<file path="src/rtl/tmnt_pkg.sv">
// tmnt_pkg: shared key-state encoding and defaults for the pushbutton front end
package tmnt_pkg;
  typedef enum logic [1:0] {
    KEY_RELEASED,
    KEY_PRESS_PEND,
    KEY_PRESSED,
    KEY_RELEASE_PEND
  } key_state_t;
  localparam int NUM_KEYS_DEFAULT = 16;
endpackage

</file>
<file path="src/rtl/pb_key_conditioner_debounce_cell.sv">
// debounce_cell: two-flop synchroniser plus tick-sampled debounce FSM for one key
module debounce_cell
  import tmnt_pkg::*;
#(
  parameter int STABLE_SAMPLES = 4
) (
  input  logic hwclk,
  input  logic reset,
  input  logic tick,
  input  logic raw,
  output logic stable
);
  localparam int CW = $clog2(STABLE_SAMPLES + 1);
  localparam bit ONE = STABLE_SAMPLES == 1;
  localparam logic [CW-1:0] LAST = CW'(STABLE_SAMPLES - 1);
  logic s1, s;
  logic [CW-1:0] cnt, cnt_nx;
  key_state_t state, state_nx;
  always_ff @(posedge hwclk) begin
    if (reset) begin
      s1 <= 1'b0;
      s <= 1'b0;
      state <= KEY_RELEASED;
      cnt <= '0;
    end else begin
      s1 <= raw;
      s <= s1;
      state <= state_nx;
      cnt <= cnt_nx;
    end
  end
  // Pending states count agreeing samples; the first one is counted on entry.
  always_comb begin
    state_nx = state;
    cnt_nx = cnt;
    if (tick)
      case (state)
        KEY_RELEASED: if (s) begin
          state_nx = ONE ? KEY_PRESSED : KEY_PRESS_PEND;
          cnt_nx = ONE ? '0 : CW'(1);
        end
        KEY_PRESS_PEND: begin
          state_nx = !s ? KEY_RELEASED : (cnt == LAST) ? KEY_PRESSED : KEY_PRESS_PEND;
          cnt_nx = (!s || cnt == LAST) ? '0 : cnt + 1'b1;
        end
        KEY_PRESSED: if (!s) begin
          state_nx = ONE ? KEY_RELEASED : KEY_RELEASE_PEND;
          cnt_nx = ONE ? '0 : CW'(1);
        end
        KEY_RELEASE_PEND: begin
          state_nx = s ? KEY_PRESSED : (cnt == LAST) ? KEY_RELEASED : KEY_RELEASE_PEND;
          cnt_nx = (s || cnt == LAST) ? '0 : cnt + 1'b1;
        end
      endcase
  end
  always_comb stable = (state == KEY_PRESSED) || (state == KEY_RELEASE_PEND);
endmodule

</file>
<file path="src/rtl/pb_key_conditioner.sv">
// pb_key_conditioner: debounces raw pushbuttons and encodes the highest held key
module pb_key_conditioner
  import tmnt_pkg::*;
#(
  parameter int NUM_KEYS = NUM_KEYS_DEFAULT,
  parameter int SAMPLE_DIV = 10000,
  parameter int STABLE_SAMPLES = 4
) (
  input  logic                        hwclk,
  input  logic                        reset,
  input  logic [NUM_KEYS-1:0]         pb,
  output logic [NUM_KEYS-1:0]         keys_stable,
  output logic                        key_valid,
  output logic [$clog2(NUM_KEYS)-1:0] key_index,
  output logic                        press_strobe,
  output logic                        release_strobe
);
  localparam int IW = $clog2(NUM_KEYS);
  localparam int DW = $clog2(SAMPLE_DIV);
  logic [DW-1:0] div;
  logic tick, enc_valid;
  logic [IW-1:0] enc_index;
  assign tick = div == DW'(SAMPLE_DIV - 1);
  always_ff @(posedge hwclk) begin
    if (reset) div <= '0;
    else div <= tick ? '0 : div + 1'b1;
  end
  for (genvar k = 0; k < NUM_KEYS; k++) begin : g_key
    debounce_cell #(.STABLE_SAMPLES(STABLE_SAMPLES)) u_cell (
      .hwclk(hwclk),
      .reset(reset),
      .tick(tick),
      .raw(pb[k]),
      .stable(keys_stable[k])
    );
  end
  always_comb begin
    enc_valid = 1'b0;
    enc_index = '0;
    for (int i = 0; i < NUM_KEYS; i++)
      if (keys_stable[i]) begin
        enc_valid = 1'b1;
        enc_index = IW'(i);
      end
  end
  // Strobes compare the outgoing registered value with the incoming one.
  always_ff @(posedge hwclk) begin
    if (reset) begin
      key_valid <= 1'b0;
      key_index <= '0;
      press_strobe <= 1'b0;
      release_strobe <= 1'b0;
    end else begin
      key_valid <= enc_valid;
      key_index <= enc_index;
      press_strobe <= enc_valid && (!key_valid || enc_index != key_index);
      release_strobe <= key_valid && !enc_valid;
    end
  end
endmodule

</file>
<file path="config.mk">
export PLATFORM = sky130hd
export DESIGN_NAME = pb_key_conditioner
export DESIGN_NICKNAME = d
export VERILOG_FILES = /design/src/rtl/tmnt_pkg.sv /design/src/rtl/pb_key_conditioner_debounce_cell.sv /design/src/rtl/pb_key_conditioner.sv
export SDC_FILE = /design/constraint.sdc
export NUM_CORES = 1
export LEC_CHECK = 0
export ABC_AREA = 1
export CORE_MARGIN = 3
export CORE_UTILIZATION = 56
export CTS_CLUSTER_DIAMETER = 40
export DETAILED_ROUTE_END_ITERATION = 8
export GPL_TIMING_DRIVEN = 1
export PLACE_DENSITY_LB_ADDON = 0.12
export REMOVE_ABC_BUFFERS = 1
export SLEW_MARGIN = 15
export SYNTH_ARGS = -nofsm -noshare
export SYNTH_HDL_FRONTEND = slang
export SYNTH_SLANG_ARGS = --single-unit
</file>
<file path="constraint.sdc">
create_clock -name hwclk -period 2.5 [get_ports hwclk]
set_input_delay 0.5 -clock hwclk [delete_from_list [all_inputs] [get_ports hwclk]]
set_output_delay 0.5 -clock hwclk [all_outputs]
set_load 0.01 [all_outputs]
</file>
Yosys cells after proc, flatten, opt, wreduce, memory -nomap -nowiden
Cells that the tools add are included.
{ "totals": {"wordCells": 509, "out_inout_bits": 23, "reg_bits": 133} }
{ "classes": {"n_reduce_logical": 102, "mux": 223, "add_sub_neg": 17, "eq_ne": 98} }
{ "op_table": {"columns": ["cell", "n"], "rows": [
  ["$mux W2", 96],
  ["$mux W3", 64],
  ["$pmux W3 S4", 16],
  ["$pmux W2 S4", 16],
  ["$eq A2 B2 Y1 const B", 32],
  ["$mux W4", 14],
  ["$logic_or A1 B1 Y1", 49],
  ["$add A3 B1 Y3 const B", 16],
  ["$eq A3 B2 Y1 const B", 16],
  ["$reduce_and A3 Y1", 16],
  ["$eq A2 B1 Y1 const B", 16],
  ["$logic_not A2 Y1", 16],
  ["$ne A2 B1 Y1 const B", 16],
  ["$ne A2 B2 Y1 const B", 16],
  ["$logic_not A1 Y1", 18],
  ["$mux W1", 17],
  ["$add A14 B1 Y14 const B", 1],
  ["$eq A14 B14 Y1 const B", 1],
  ["$ne A4 B4 Y1", 1],
  ["$logic_and A1 B1 Y1", 2],
  ["$reduce_or A2 Y1", 1]
]} }

Longest topological paths before layout
{ "depth": {"word_depth": 20, "ltp_mapped": 19, "ltp_nobuf": 19} }

Cells and area by module
From an unflattened synthesis, not the netlist that was laid out.
{ "unflattened": {"cells_unflattened": 892, "hier_area_um2": 6550.0} }
{ "modules_own_cells": {"columns": ["mod", "seq_area_each_um2", "n_inst", "area_per_inst_um2", "cells_per_inst"], "rows": [
  ["debounce_cell at g_key[0].u_cell ...", 140.1, 15, 341.6, 46],
  ["pb_key_conditioner", 420.4, 1, 1073.5, 153],
  ["debounce_cell at g_key[4].u_cell", 140.1, 1, 352.8, 49]
]} }

Least setup slack after synthesis
Ideal clock, no wire load.
{ "synth_path": {"kind": "register to register", "start": "reg div[0]", "end": "reg g_key[0].u_cell.state[1]", "arrival_ns": 1.692, "required_ns": 2.378, "n_path_buf": 1, "setup_time_ns": 0.122, "path_stages_with_launch": 11, "slack_ns": 0.687, "cell_sequence": "dfxtp_1 -> ha_1 -> nand2_1 -> nor2_2 -> inv_2 -> nor2_4 -> inv_2 -> nor4_4 -> buf_6 -> nand2_2 -> o311a_1"} }
{ "synth_between": {"elab_chain_len": 2} }
{ "synth_rtl": {"columns": ["item", "line", "source"], "rows": [
  ["start, declared", "pb_key_conditioner.sv:20", "logic [DW-1:0] div;"],
  ["start signal, assigned", "pb_key_conditioner.sv:26", "else div <= tick ? '0 : div + 1'b1;"],
  ["$eq A14 B14 Y1", "pb_key_conditioner.sv:23", "assign tick = div == DW'(SAMPLE_DIV - 1);"],
  ["$reduce_and A3 Y1 (no source line)", null, null],
  ["end signal, assigned", "pb_key_conditioner_debounce_cell.sv:28", "state <= state_nx;"],
  ["end, declared", "pb_key_conditioner_debounce_cell.sv:18", "key_state_t state, state_nx;"]
]} }
No other way between the ends.
A chain may end at the register's enable or synchronous reset.

Final worst setup path
{ "layout_path": {"start": "reg div[0]", "end": "reg div[12]"} }
{ "layout_between": {"elab_chain_len": 2} }
{ "layout_rtl": {"columns": ["item"], "rows": [
  ["parallel branches: the longest is 2 deep, another holds $add A14 B1 Y14"]
]} }
Parallel ways; which one is timed is not known.

==> flow_summary.ini <==
[setup_path]
path_class = flop to flop
r2r_setup_slack_ns = 0.42
cp.required_ns = 2.91
regToRegStartpoint = div[0]$_SDFF_PP0_
worstSetupEndpointType = flop
r2r_end = div[12]$_SDFF_PP0_
arrival_ns = 2.49
cp_max_fo = 4
rr_worst_depth = 10
startpoint_type = flop

[floorplan]
dieArea_sq_um = 12200
die_h_um = 111
start_util = 0.584
io_pins = 41
dieWidth_um = 111
core_sq_um = 10500
rows = 37

[route]
drt_wl_total_mm = 12.5
viasPerCell = 5.19
dr.pass1.iters = 5
vias = 4939
wl_per_cell_um = 13.1
drcViolationCount = 0
drt-initial-drc-count = 273
ant_nets = 0

[sta]
slew-limit-headroom = 0.398
worstMarginPinSlew_ns = 0.902
skew_ns = 0.00899
fin_setup_tns_ns = 0
timing.final.hold_violations = 0
slew_viol_final = 0
setup_viol = 0
rsz0062_at_grt = no
min_period_ns = 2.08
post-route-period-util = 0.831
fmax_ghz = 0.481
holdWs_ns = 0.341

[logic_synthesis]
syn_avg_cell_area_sq_um = 7.76
synth_top_cell_by_area = dfxtp_1
ys_seq_area_frac = 0.434
yosysMostFrequentCell = inv_1
ys.flop_type = dfxtp_1
synth_cell_types = 39
synth_cells = 790
ys_seq_elements = 133
yosys-top-cells-count = inv_1 (136), dfxtp_1 (133), nand2_1 (115), nor2_1 (64), a21oi_1 (62)
synth_area_sq_um = 6130
synth.top_cell.area_share = 0.434
ys_top_cells_by_area = dfxtp_1 (43%), inv_1 (8.3%), nand2_1 (7.0%)
ys_warn_count = 0
async_flop_share = 0
synth_edf_count = 0

[clock_network]
postCtsSetupRepairBufs = 0
clk_pin_slew_worst_paths_ns = 0.06
cts_buffers = 17
clock_sinks = 133
cts_root_buf = clkbuf_8
cts_resized = 0
clk_latency_ns = 0.53
hold_buffers = 0
htree_num_levels = 4
clk_path_buf_depth = 2
cts_tree = built

[global_route]
grt_pass1_wl_mm = 21.4
grt_max_degree = 71
antenna_found_initial = 0
grt_pass1_vias = 4845
grt_overflow = 0
grt_usage = 0.213

[finish]
syn_to_final_growth_pct = 15.3
final-instance-count-excl-fill = 952
nets = 855
diodes = 0
final_core_util = 0.673
drive_above_1_share = 0.0686

[hold_path]
hp-start = reset
whs_endpoint = g_key[11].u_cell.s1$_SDFF_PP0_
worstHoldPathType = primary input to flop
hold-path-cell-count = 2

[placement]
placed_cells = 921
gp_congestion = 0.831
dp_hpwl_mm = 8.86
io_buffers = 40

[flow_run]
maxCapViolCount = 0

[power_and_ir_drop]
p_sw_frac = 0.202
p_comb_frac = 0.025
power_frac_clock = 0.511
p_leak_nw = 2.92
power.switching_w = 0.000942
power_density_nw_per_um2 = 660
seq_power_share = 0.463
internal-power_w = 0.00372
ir_drop_uv = 483

[outcome]
status = finished, final reports clean
-- worst max-delay path by stage --
stage | start | endpoint | cells after the start
global placement | div[0]$_SDFF_PP0_ | div[12]$_SDFF_PP0_ | 10
detailed placement | div[9]$_SDFF_PP0_ | g_key[10].u_cell.cnt[0]$_SDFFE_PP0P_ | 6
global route | div[0]$_SDFF_PP0_ | div[12]$_SDFF_PP0_ | 10
floorplan | div[0]$_SDFF_PP0_ | g_key[1].u_cell.state[1]$_SDFFE_PP0P_ | 9
CTS | g_key[9].u_cell.state[1]$_SDFFE_PP0P_ | keys_stable[9] | 1
finish | div[0]$_SDFF_PP0_ | div[12]$_SDFF_PP0_ | 10
-- layout make-up --
class / count / area [sq um]
clock inverters: 2 / 35.0
inverters: 140 / 526
clock buffers: 29 / 539
repair buffers: 47 / 463
flip-flops and latches: 133 / 2660
multi-input cells: 465 / 2680
well taps: 136 / 170
fillers: 859 / 3440
-- metal layers --
metal | vias up | wire length [um] | global-route usage
met3 | 24 | 566 | 0.0625
met5 | - | 0 | 0
met4 | 0 | 236 | 0.0862
li1 | 2558 | - | -
met1 | 2265 | 5610 | 0.247
met2 | 92 | 6080 | 0.366
-- cells in the final DEF (no fill, tap or decap), types with 3 or more instances in the layout --
cell	count
inv_1	136
dfxtp_1	133
nand2_1	115
nor2_1	64
a21oi_1	62
nand3_1	39
clkdlybuf4s50_1	39
ha_1	33
o21ai_0	25
nor3_1	21
xor2_1	18
clkbuf_16	16
nand3b_1	13
o311a_1	13
a21o_1	9
clkbuf_8	9
o22ai_1	8
buf_4	7
nand4_1	6
inv_2	4
nand3_2	4
a31oi_1	4
a211oi_1	4
clkbuf_1	4
nand2_2	3
nor4_1	3
nor3b_1	3
-- power by group through the flow --
stage	Sequential [W]	Combinational (W)	Clock, W
after floorplan	0.00220	0.0000511	0
after global placement	0.00221	0.000116	0
after detailed placement	0.00221	0.000119	0
after CTS	0.00216	0.000120	0.00241
after global routing	0.00216	0.000134	0.00252
final	0.00216	0.000119	0.00238
-- critical path, cell delays in order (launching register included) --
cell	delay (ns)
dfxtp_1	0.35
ha_1	0.18
nand2_1	0.08
nor2_2	0.09
inv_2	0.06
nor3_1	0.27
nand2_1	0.11
nor3_1	0.35
nand4_1	0.20
o21ai_0	0.21
a21oi_1	0.06
-- cells by family after synthesis --
family / after synthesis / share of synthesized area
buffers and inverters: 192 / 0.130
flip-flops: 133 / 0.434
XOR/XNOR: 20 / 0.0286
AND/OR/NAND/NOR: 279 / 0.210
adder cells (fa/ha/maj): 33 / 0.0673
AO/OA/AOI/OAI: 133 / 0.130
-- flip-flops by register name (all words and copies together), names as in the netlist --
| register | flops |
|---|---|
| g_key.u_cell.cnt | 48 |
| g_key.u_cell.state | 32 |
| g_key.u_cell.s | 16 |
| g_key.u_cell.s1 | 16 |
| div | 14 |
| key_index | 4 |
| key_valid | 1 |
| press_strobe | 1 |
| release_strobe | 1 |
-- metrics by stage --
step                      area, sq um  power (W)  setup slack [ns]
after CTS                        7070    0.00470             0.437
after global placement           6500    0.00232             0.553
final                            7070    0.00467             0.422
after detailed placement         6500    0.00233             0.450
after floorplan                  5860    0.00226             0.482
after global routing             7070    0.00481             0.145
(Power assumes the default switching activity.)
